===== src/rtl/axis_broadcaster_pkg.sv =====
// axis_broadcaster_pkg: shared types and helpers for the buffered AXI-stream broadcaster
package axis_broadcaster_pkg;

    typedef enum logic {IDLE, IN_PKT} state_t;

    // One extra pointer bit distinguishes full from empty when the address bits match.
    function automatic int ptr_width(input int depth);
        return $clog2(depth) + 1;
    endfunction

endpackage


===== src/rtl/axis_sync_fifo.sv =====
// axis_sync_fifo: single-clock FIFO with registered occupancy and no fall-through
module axis_sync_fifo import axis_broadcaster_pkg::*; #(
    parameter int WIDTH = 8,
    parameter int DEPTH = 4
) (
    input  logic             clk,
    input  logic             sreset,
    input  logic             push,
    input  logic [WIDTH-1:0] push_data,
    output logic             full,
    output logic             valid,
    input  logic             pop_ready,
    output logic [WIDTH-1:0] data
);
    localparam int PW = ptr_width(DEPTH);

    logic [PW-1:0]    wr_ptr, rd_ptr;
    logic [WIDTH-1:0] mem [DEPTH];

    assign full  = (wr_ptr[PW-1] != rd_ptr[PW-1]) && (wr_ptr[PW-2:0] == rd_ptr[PW-2:0]);
    assign valid = wr_ptr != rd_ptr;
    assign data  = mem[rd_ptr[PW-2:0]];

    // Pointer update; a full FIFO refuses the push even when it pops on the same edge.
    always_ff @(posedge clk) begin
        if (sreset) begin
            wr_ptr <= '0;
            rd_ptr <= '0;
        end else begin
            if (push && !full) wr_ptr <= wr_ptr + PW'(1);
            if (pop_ready && valid) rd_ptr <= rd_ptr + PW'(1);
        end
    end

    // Storage write; contents need no reset because the pointers gate visibility.
    always_ff @(posedge clk) begin
        if (!sreset && push && !full) mem[wr_ptr[PW-2:0]] <= push_data;
    end

endmodule


===== src/rtl/axis_broadcaster_buffered.sv =====
// axis_broadcaster_buffered: replicates one AXI stream to per-output FIFOs under a per-packet mask
module axis_broadcaster_buffered import axis_broadcaster_pkg::*; #(
    parameter int AXIS_BYTES     = 1,
    parameter int AXIS_USER_BITS = 1,
    parameter int NUM_STREAMS    = 2,
    parameter int FIFO_DEPTH     = 4,
    parameter int DROP_CNT_BITS  = 16
) (
    input  logic                                   clk,
    input  logic                                   sreset,
    output logic                                   axis_i_tready,
    input  logic                                   axis_i_tvalid,
    input  logic                                   axis_i_tlast,
    input  logic [AXIS_BYTES*8-1:0]                axis_i_tdata,
    input  logic [AXIS_USER_BITS-1:0]              axis_i_tuser,
    input  logic [NUM_STREAMS-1:0]                 axis_i_mask,
    input  logic [NUM_STREAMS-1:0]                 axis_o_tready,
    output logic [NUM_STREAMS-1:0]                 axis_o_tvalid,
    output logic [NUM_STREAMS-1:0]                 axis_o_tlast,
    output logic [NUM_STREAMS*AXIS_BYTES*8-1:0]    axis_o_tdata,
    output logic [NUM_STREAMS*AXIS_USER_BITS-1:0]  axis_o_tuser,
    output logic [DROP_CNT_BITS-1:0]               drop_count
);
    localparam int DW = AXIS_BYTES * 8;
    localparam int UW = AXIS_USER_BITS;
    localparam int WW = DW + UW + 1;

    state_t                 state;
    logic [NUM_STREAMS-1:0] mask_q, act_mask, full;
    logic                   accept;

    assign act_mask      = (state == IDLE) ? axis_i_mask : mask_q;
    assign axis_i_tready = !sreset && !(|(act_mask & full));
    assign accept        = axis_i_tvalid && axis_i_tready;

    // Packet tracking: the mask is latched from the first beat and held until tlast.
    always_ff @(posedge clk) begin
        if (sreset) begin
            state      <= IDLE;
            mask_q     <= '0;
            drop_count <= '0;
        end else if (accept) begin
            state <= axis_i_tlast ? IDLE : IN_PKT;
            if (state == IDLE && !axis_i_tlast) mask_q <= axis_i_mask;
            if (state == IDLE && axis_i_mask == '0 && drop_count != '1)
                drop_count <= drop_count + DROP_CNT_BITS'(1);
        end
    end

    for (genvar i = 0; i < NUM_STREAMS; i++) begin : g_fifo
        logic [WW-1:0] q;
        axis_sync_fifo #(.WIDTH(WW), .DEPTH(FIFO_DEPTH)) u_fifo (
            .clk       (clk),
            .sreset    (sreset),
            .push      (accept && act_mask[i]),
            .push_data ({axis_i_tlast, axis_i_tuser, axis_i_tdata}),
            .full      (full[i]),
            .valid     (axis_o_tvalid[i]),
            .pop_ready (axis_o_tready[i]),
            .data      (q)
        );
        assign {axis_o_tlast[i], axis_o_tuser[i*UW +: UW], axis_o_tdata[i*DW +: DW]} = q;
    end

endmodule

===== config.mk =====
export PLATFORM = sky130hd
export DESIGN_NAME = axis_broadcaster_buffered
export DESIGN_NICKNAME = d
export VERILOG_FILES = /design/src/rtl/axis_broadcaster_pkg.sv /design/src/rtl/axis_sync_fifo.sv /design/src/rtl/axis_broadcaster_buffered.sv
export SDC_FILE = /design/constraint.sdc
export NUM_CORES = 1
export LEC_CHECK = 0
export CAP_MARGIN = 0
export CORE_MARGIN = 2
export CORE_UTILIZATION = 50
export DETAILED_ROUTE_END_ITERATION = 12
export PLACE_DENSITY = 0.78
export SLEW_MARGIN = 5
export SYNTH_ARGS = -nofsm -noshare
export SYNTH_HDL_FRONTEND = slang
export SYNTH_SLANG_ARGS = --single-unit
export TNS_END_PERCENT = 30

===== constraint.sdc =====
create_clock -name clk -period 4.1 [get_ports clk]
set_input_delay 0.615 -clock clk [delete_from_list [all_inputs] [get_ports clk]]
set_output_delay 0.615 -clock clk [all_outputs]
set_load 0.03 [all_outputs]

Word level (Yosys, flattened, before mapping)
Memories as Yosys holds them, arrays and structs flattened. A register that Yosys moved wholly into a read port is not among the register bits. Cells that the tools add are included.

$add $sub $neg: 5. Equal/unequal tests: 7. Reduce and logical (&&, ||, !) cells: 26. Multiplexer cells: 10. Bitwise operators: 2.

Operators by type and width (count): 1-bit logical AND (17); 16-bit by 1-bit adder with 16-bit output (second input constant) (1); 16-bit != test (second input constant) (1); 3-bit by 1-bit adder with 3-bit output (second input constant) (4); 2-bit two-way mux (5); 3-bit != test (2); 1-bit zero test (5); 1-bit two-way mux (5); 2-bit equality test (2); 2-bit AND reduction (2); 2-bit bitwise AND (1); 2-bit zero test (1); 1-bit != test (2); 2-bit OR reduction (1); 1-bit inverter (1).

Input port bits: 17. Word-level logic and storage cells: 59. Bits in writable memories: 80. Output and inout port bits: 39. Register bits: 31. Memories: 2.

Memories: g_fifo[0].u_fifo.mem (depth 4, bits a word 10, rd ports 1, clocked after Yosys merged registers in 1, write ports 1, line axis_sync_fifo.sv:18) `logic [WIDTH-1:0] mem [DEPTH];`; g_fifo[1].u_fifo.mem (depth 4, bits a word 10, rd ports 1, clocked after Yosys merged registers in 1, write ports 1, line axis_sync_fifo.sv:18).

Depth between registers and ports, before layout
Gate-level depths: netlist of run 1.

Word-level depth: 12. Depth in mapped cells: 6. Gate-level depth less buffers: 5.

Modules after synthesis
Synthesis of run 1 repeated with hierarchy kept, for this count alone.

Cell total of the unflattened synthesis: 365. Area total of the unflattened synthesis: 5113.7 sq um.

By module, submodules not included: axis_sync_fifo (instances 2, cells each 121, area each 2015.7 sq um, seq. area each 1361.3 sq um); axis_broadcaster_buffered (instances 1, cells each 123, area each 1082.3 sq um, seq. area each 380.4 sq um).

Worst setup path after synthesis of run 1
No wires, ideal clock.

Kind: in2out. Start: input sreset. End: output axis_i_tready. Setup slack: 1.592 ns. Data arrival time: 1.893 ns. Cell stages on the path: 4. Required time: 3.485 ns. Path through: clkbuf_2 clkbuf_1 clkbuf_1 nor3_1.

Word-level cells in the longest chain between the ends: 2.

RTL lines: start, declared (line axis_broadcaster_buffered.sv:10) `input logic sreset,`; 1-bit zero test (line axis_broadcaster_buffered.sv:33) `assign axis_i_tready = !sreset && !(|(act_mask & full));`; 1-bit logical AND (line axis_broadcaster_buffered.sv:33); end, declared (line axis_broadcaster_buffered.sv:11) `output logic axis_i_tready,`.

Every way passes these cells.

Worst setup path after layout of run 1
Start: input axis_i_mask[1]. End: output axis_i_tready.

Word-level cells in the longest chain between the ends: 5.

RTL lines: start, declared (line axis_broadcaster_buffered.sv:16) `input logic [NUM_STREAMS-1:0] axis_i_mask,`; 2-bit two-way mux (line axis_broadcaster_buffered.sv:32) `assign act_mask = (state == IDLE) ? axis_i_mask : mask_q;`; 2-bit bitwise AND (line axis_broadcaster_buffered.sv:33); 2-bit OR reduction (line axis_broadcaster_buffered.sv:33); 1-bit zero test (line axis_broadcaster_buffered.sv:33); 1-bit logical AND (line axis_broadcaster_buffered.sv:33).

Every way passes these cells.

==> results of run 1 <==
==> stage by stage <==
| step | util | power (W) | cell area (µm²) | worst slack, ps | cells |
|---|---|---|---|---|---|
| floorplan | - | 0.001428 | 4865 | 1592 | 323 |
| global placement | 0.5925 | 0.001505 | 5527 | 928.6 | 497 |
| detailed placement | 0.5925 | 0.001509 | 5527 | 854.2 | 497 |
| CTS | 0.6512 | 0.002838 | 6075 | 827.9 | 528 |
| global route | 0.6512 | 0.002903 | 6075 | 654.9 | 528 |
| finish | 0.6512 | 0.002811 | 6075 | 813.4 | 528 |
==> flip-flops by register name, indices dropped and copies added, names as in the netlist, named ones only <==
register and cells:
g_fifo.u_fifo.mem 80, drop_count 16, g_fifo.u_fifo.rd_ptr 6, g_fifo.u_fifo.wr_ptr 6, mask_q 2, state 1
==> metal layers <==
metal	wire length, µm	track usage	share of wire
met4	82	0.05641	0.0091
met5	0	0	0
met2	4614	0.3233	0.51
met3	529	0.06644	0.059
met1	3736	0.2145	0.42
==> report_power, final <==
| part | internal [W] | total (W) | leakage, nW | switching, W |
|---|---|---|---|---|
| combinational | 0.0000954 | 0.000201 | 0.815 | 0.000106 |
| clock | 0.000806 | 0.00133 | 0.265 | 0.000523 |
| sequential | 0.00126 | 0.00128 | 1.00 | 0.0000233 |
| total | 0.00216 | 0.00281 | 2.08 | 0.000652 |
==> logic make-up (layout without fill, tap and decap cells) <==
logic type,count (synthesis),count (layout)
AND/OR/NAND/NOR,87,87
XOR/XNOR,14,14
buffers and inverters,19,95
adder cells (fa/ha/maj),11,11
multiplexers,35,35
AO/OA/AOI/OAI,42,42
flip-flops,115,115
==> layout make-up <==
cell class | instances | area [µm²]
Inverter | 7 | 26.28
Tap cell | 129 | 161.4
Clock inverter | 14 | 133.9
Clock buffer | 17 | 414.1
Timing Repair Buffer | 57 | 565.5
Fill cell | 686 | 3253
Multi-Input combinational cell | 189 | 1670
Sequential cell | 115 | 3103
==> worst paths after layout <==
| kind | cells past startpoint | slack, ps | end | startpoint |
|---|---|---|---|---|
| max | 5 | 810 | axis_i_tready | axis_i_mask[1] |
| min | 2 | 500 | mask_q[1] | mask_q[1] |
| max reg2reg | 3 | 1960 | g_fifo[1].u_fifo.mem[3][8] | state |
| min reg2reg | 2 | 500 | mask_q[1] | mask_q[1] |
==> cell usage after synthesis (all sizes together), types with 5 or more instances <==
cell	instances
nor2	14
nand2	12
xor2	10
mux2i	8
buf	8
a21oi	10
mux2	7
o31ai	6
ha	11
nand3	13
nor2b	6
and3	12
o21ai	5
or4	6
edfxtp	80
mux4	20
inv	6
nand4	7
dfxtp	35
o311ai	10
==> layout by cell type (no fill, tap or decap), types with 7 or more instances in the layout <==
| master | n |
|---|---|
| dfxtp_1 | 35 |
| ha_1 | 11 |
| mux2i_1 | 8 |
| o311ai_0 | 10 |
| edfxtp_1 | 80 |
| nor2_1 | 14 |
| clkbuf_16 | 16 |
| and3_1 | 8 |
| nand3_1 | 13 |
| a21oi_1 | 10 |
| clkdlybuf4s50_1 | 55 |
| xor2_1 | 10 |
| nand2_1 | 12 |
| mux2_2 | 7 |
| mux4_2 | 20 |
==> worst register-to-register path: stages, from the launching register on <==
cell and delay, ps:
dfxtp_1 540, mux2_2 400, nand4_1 260, and3_1 570
==> reports/summary.txt, run 1 <==
Status: finished, final reports clean
Layout cells sized above 1: 0.1754
CP max stage cell: clkdlybuf4s50_1
Nets: 415
Top cell type by total area after synthesis: edfxtp_1
Crit path time final: 3287 ps
Adder-cell share of the synthesized area: 0.02829
Crit path kind: primary input to output port
Vias: 2957
Max Clk Rate: 304.3 MHz
Drt pass-1 iters: 4
MaxCap Viol Count: 0
Post-CTS Setup Inserts: 0
FF+latch count, synth: 115
Top-area cell type share of the netlist area: 0.4938
Hold Path Class: flip-flop to flip-flop
GR Overflow Total: 0
Slew Limit Fails: 0
WHS: 495.6 ps
Crit path max fanout: 6
Largest family of logic cells by synthesized area: multiplexers
Critical path launch point type: primary input
Post-synth EDFFs: 80
Synthesized area: 4865 µm²
Final Routed Wirelength: 8963 µm
Routed len/inst: 16.98 µm
Row Count: 35
Worst-Margin Slew: 773.9 ps
Worst vdd ir: 0.2407 mV
Syn Nets: 351
Num CTS Buffers: 17
Slew HR: 0.4793
Cell count after synthesis: 323
RSZ-0062 raised after global routing: no
Vias in the first global route: 3001
CTS tree: done
Xor/xnor cell area share of the yosys netlist: 0.02521
Post-synth cell types: 45
Seq/Total Area, Yosys: 0.6379
Total GRT Usage: 0.1852
Fin. Hold Viols: 0
Setup violators final: 0
FFs w/ async S/R, synth: 0
CTS Root Cell: clkbuf_8
Worst Clk Skew: 6.477 ps
Latest clock arrival within the worst-skew pair: 500 ps
CP endpoint kind: output port
PortBufs: 55
Ys Warns: 0
Crit-path leading delay family: buffers and inverters
Initial antenna violation count: 0
Routed Antenna Nets: 0
CTS Hold Buffers Added: 0
Worst endpoint required time: 3480 ps
CP Data Arrival Time: 2670 ps
Synth Area in Simple Gates: 0.1031
Synth Area in Compound Gates: 0.06147
Sink Count: 115
Die H: 102.6 µm
1st-iter DRT viols: 135
Setup TNS: 0 ps
Mux share of post-synthesis cell area: 0.1253
Power per cell area: 462.8 nW/µm²
Leak Pwr: 2.085 nW
Crit path top cell by count: clkdlybuf4s50_1
GPL Wtd Cong: 0.8155
Area of the die: 10530 µm²
Final period util: 0.8016
Crit-path cells: clkdlybuf4s50_1 > mux2i_1 > nor4_1 > nor3_1 > clkdlybuf4s50_1
CTS clk-pin slew, worst paths: 60 ps
Via/cell ratio: 5.600
Max incr delay on CP: 640 ps
I/O pin count: 56
Synth-to-layout area growth: 24.87%
CP bufs+invs: 2
Core area: 9328 µm²
Ys flop type: edfxtp_1
PostCTS Resize Cnt: 0
Initial Utilization: 0.5215
Largest net degree at the start of global routing: 28
Synth Area per Inst: 15.06 µm²
Max clock buf depth: 2
Antenna cells: 0
Drc violations: 0
Die width: 102.6 µm
CTS H-tree lvls: 4
First-pass GRT wire length: 14490 µm
Ranking of synthesized cells by area: edfxtp_1 49%, dfxtp_1 14%, mux4_2 9.3%, ha_1 2.8%, o311ai_0 1.8%
Post-DP HPWL: 5945 µm
Power figures use the tool's default switching activity.
==> run 2, diff against run 1 <==
PLACE_DENSITY = 0.81   (was 0.78)
clock period = 2.7 ns   (was 4.1 ns; I/O delays follow)
==> run 2 against run 1 <==
  * Setup slack got worse by 710 ps
  * Worst hold slack improved by 11 ps
  * Critical path depth shrank 2
  * Register-to-register slack got worse by 1200 ps
  * Clock skew is 2.2 ps higher
  * Wire length increased by 3.5%
  * Non-clock buffer count rose by 5
  * Sequential power is 51% higher
  * Global-route usage rose by 0.65 points
  * Via count grew 1.6%
  * Clock power increased by 68%
  * Total power up 60%
  * Largest power group unchanged
==> reports/summary.txt, run 2 (synthesis results as in run 1) <==
GR Overflow Total: 0
CP Data Arrival Time: 2200 ps
Row Count: 35
Antenna cells: 0
Worst-Margin Slew: 742.0 ps
PostCTS Resize Cnt: 0
Largest net degree at the start of global routing: 30
Post-DP HPWL: 5909 µm
1st-iter DRT viols: 119
Status: finished, final reports clean
Leak Pwr: 2.164 nW
Initial Utilization: 0.5215
Max clock buf depth: 2
Combinational group share of total power: 0.073
Core area: 9328 µm²
Max Clk Rate: 384.5 MHz
Seq pwr share: 0.430
Worst Setup EP: axis_o_tlast[1]
Vias in the first global route: 2977
Vias: 3003
Die width: 102.6 µm
Latest clock arrival within the worst-skew pair: 520 ps
Worst endpoint required time: 2300 ps
Design Power: 0.004487 W
Switching share of power: 0.2256
Post-route cell area: 6172 µm²
Final Routed Wirelength: 9275 µm
Cell Int Power: 0.003475 W
Max reg flops: 80
Initial antenna violation count: 0
Synth-to-layout area growth: 26.88%
Routed Antenna Nets: 0
Via/cell ratio: 5.624
MaxCap Viol Count: 0
CTS H-tree lvls: 4
Total GRT Usage: 0.1917
WHS: 506.9 ps
CP endpoint kind: output port
Cells on worst reg2reg path: 3
Area of the die: 10530 µm²
Num CTS Buffers: 17
Crit path max fanout: 10
RR Endpoint: g_fifo[1].u_fifo.mem[1][3]
Most common cell after layout, fill and taps aside: edfxtp_1
I/O pin count: 56
CTS Hold Buffers Added: 0
RSZ-0062 raised after global routing: yes
Post-Place Cell Area: 5562 µm²
CTS clk-pin slew, worst paths: 60 ps
Crit path time final: 2601 ps
NetSw: 0.001012 W
Fin. Hold Viols: 0
PortBufs: 55
Critical path launch point type: flip-flop
Nets: 420
Launching point of the worst reg2reg path: state
CTS tree: done
Slew Limit Fails: 0
Worst Clk Skew: 8.689 ps
Power per cell area: 727.0 nW/µm²
Final period util: 0.9633
First-pass GRT wire length: 14720 µm
CTS Root Cell: clkbuf_8
Die H: 102.6 µm
Drt pass-1 iters: 4
Hold Path Class: flip-flop to flip-flop
Slew HR: 0.5015
Clock power share: 0.497
Post-CTS Setup Inserts: 0
Worst vdd ir: 0.3850 mV
Layout cells sized above 1: 0.1901
Drc violations: 0
# fillers: 658
Sink Count: 115
Crit path kind: flip-flop to output port
Setup violators final: 0
Routed len/inst: 17.37 µm
Most frequent cells in the layout: 80 x edfxtp_1, 51 x clkdlybuf4s50_1, 35 x dfxtp_1
Reg2Reg Setup Slack: 730 ps
GPL Wtd Cong: 0.8399
[run 2: cell count changes in the layout (fill, tap and decap cells not counted), sizes merged]
cell           before  now
dlymetal6s2s        0    3
buf                 2    8
bufinv              1    3
clkinv              9    8
clkdlybuf4s50      55   51
clkbuf             17   18
clkinvlp            2    1
[run 2: how the worst min path moves through the flow]
stage                 to  cells after the start  slack [ps]      start
2_1_floorplan  mask_q[0]                      2         460  mask_q[0]
3_3_place_gp   mask_q[1]                      2         480  mask_q[1]
3_5_place_dp   mask_q[1]                      2         500  mask_q[1]
4_1_cts        mask_q[1]                      2         510  mask_q[1]
5_1_grt        mask_q[1]                      2         540  mask_q[1]
6_report       mask_q[1]                      2         510  mask_q[1]
[run 2: critical path, cell delays in order (launching register included)]
cell             delay [ps]
dfxtp_1                 300
buf_4                   220
mux4_2                  540
clkdlybuf4s50_1         610
[run 2: cell type report]
cell class                      count  area (µm²)  area share
Sequential cell                   115        3103      0.5027
Tap cell                          129       161.4     0.02615
Multi-Input combinational cell    189        1678      0.2718
Clock inverter                     14       177.7     0.02879
Clock buffer                       18       417.9     0.06771
Inverter                            7       26.28    0.004257
Timing Repair Buffer               62       608.1     0.09852
[run 2: power groups by stage]
stage | Clock (W) | Sequential [W] | Combinational (W)
finish | 0.00223 | 0.00193 | 0.000329
global route | 0.00234 | 0.00193 | 0.000353
CTS | 0.00227 | 0.00193 | 0.000333
detailed placement | 0 | 0.00197 | 0.000331
global placement | 0 | 0.00196 | 0.000326
floorplan | 0 | 0.00196 | 0.000210
[run 2: metrics by stage]
step | utilization | cells | setup WS [ps] | setup TNS (ps)
detailed placement | 0.5962 | 502 | 275.8 | 0
CTS | 0.6601 | 534 | 46.65 | 0
global route | 0.6617 | 534 | -4.578 | -4.578
floorplan | - | 323 | 611.6 | 0
global placement | 0.5962 | 502 | 348.3 | 0
finish | 0.6617 | 534 | 99.06 | 0
[run 2: metal layers]
metal,vias to the layer above,track usage,share of wire
li1,1428,-,-
met5,-,0,0
met1,1442,0.2316,0.41
met2,122,0.3172,0.51
met4,0,0.07282,0.011
met3,11,0.06847,0.071
==> run 3, diff against run 2 <==
SLEW_MARGIN = 25   (was 5)
==> results of run 3 <==
Same layout as run 2: the final DEF is identical, and so are final timing and power.
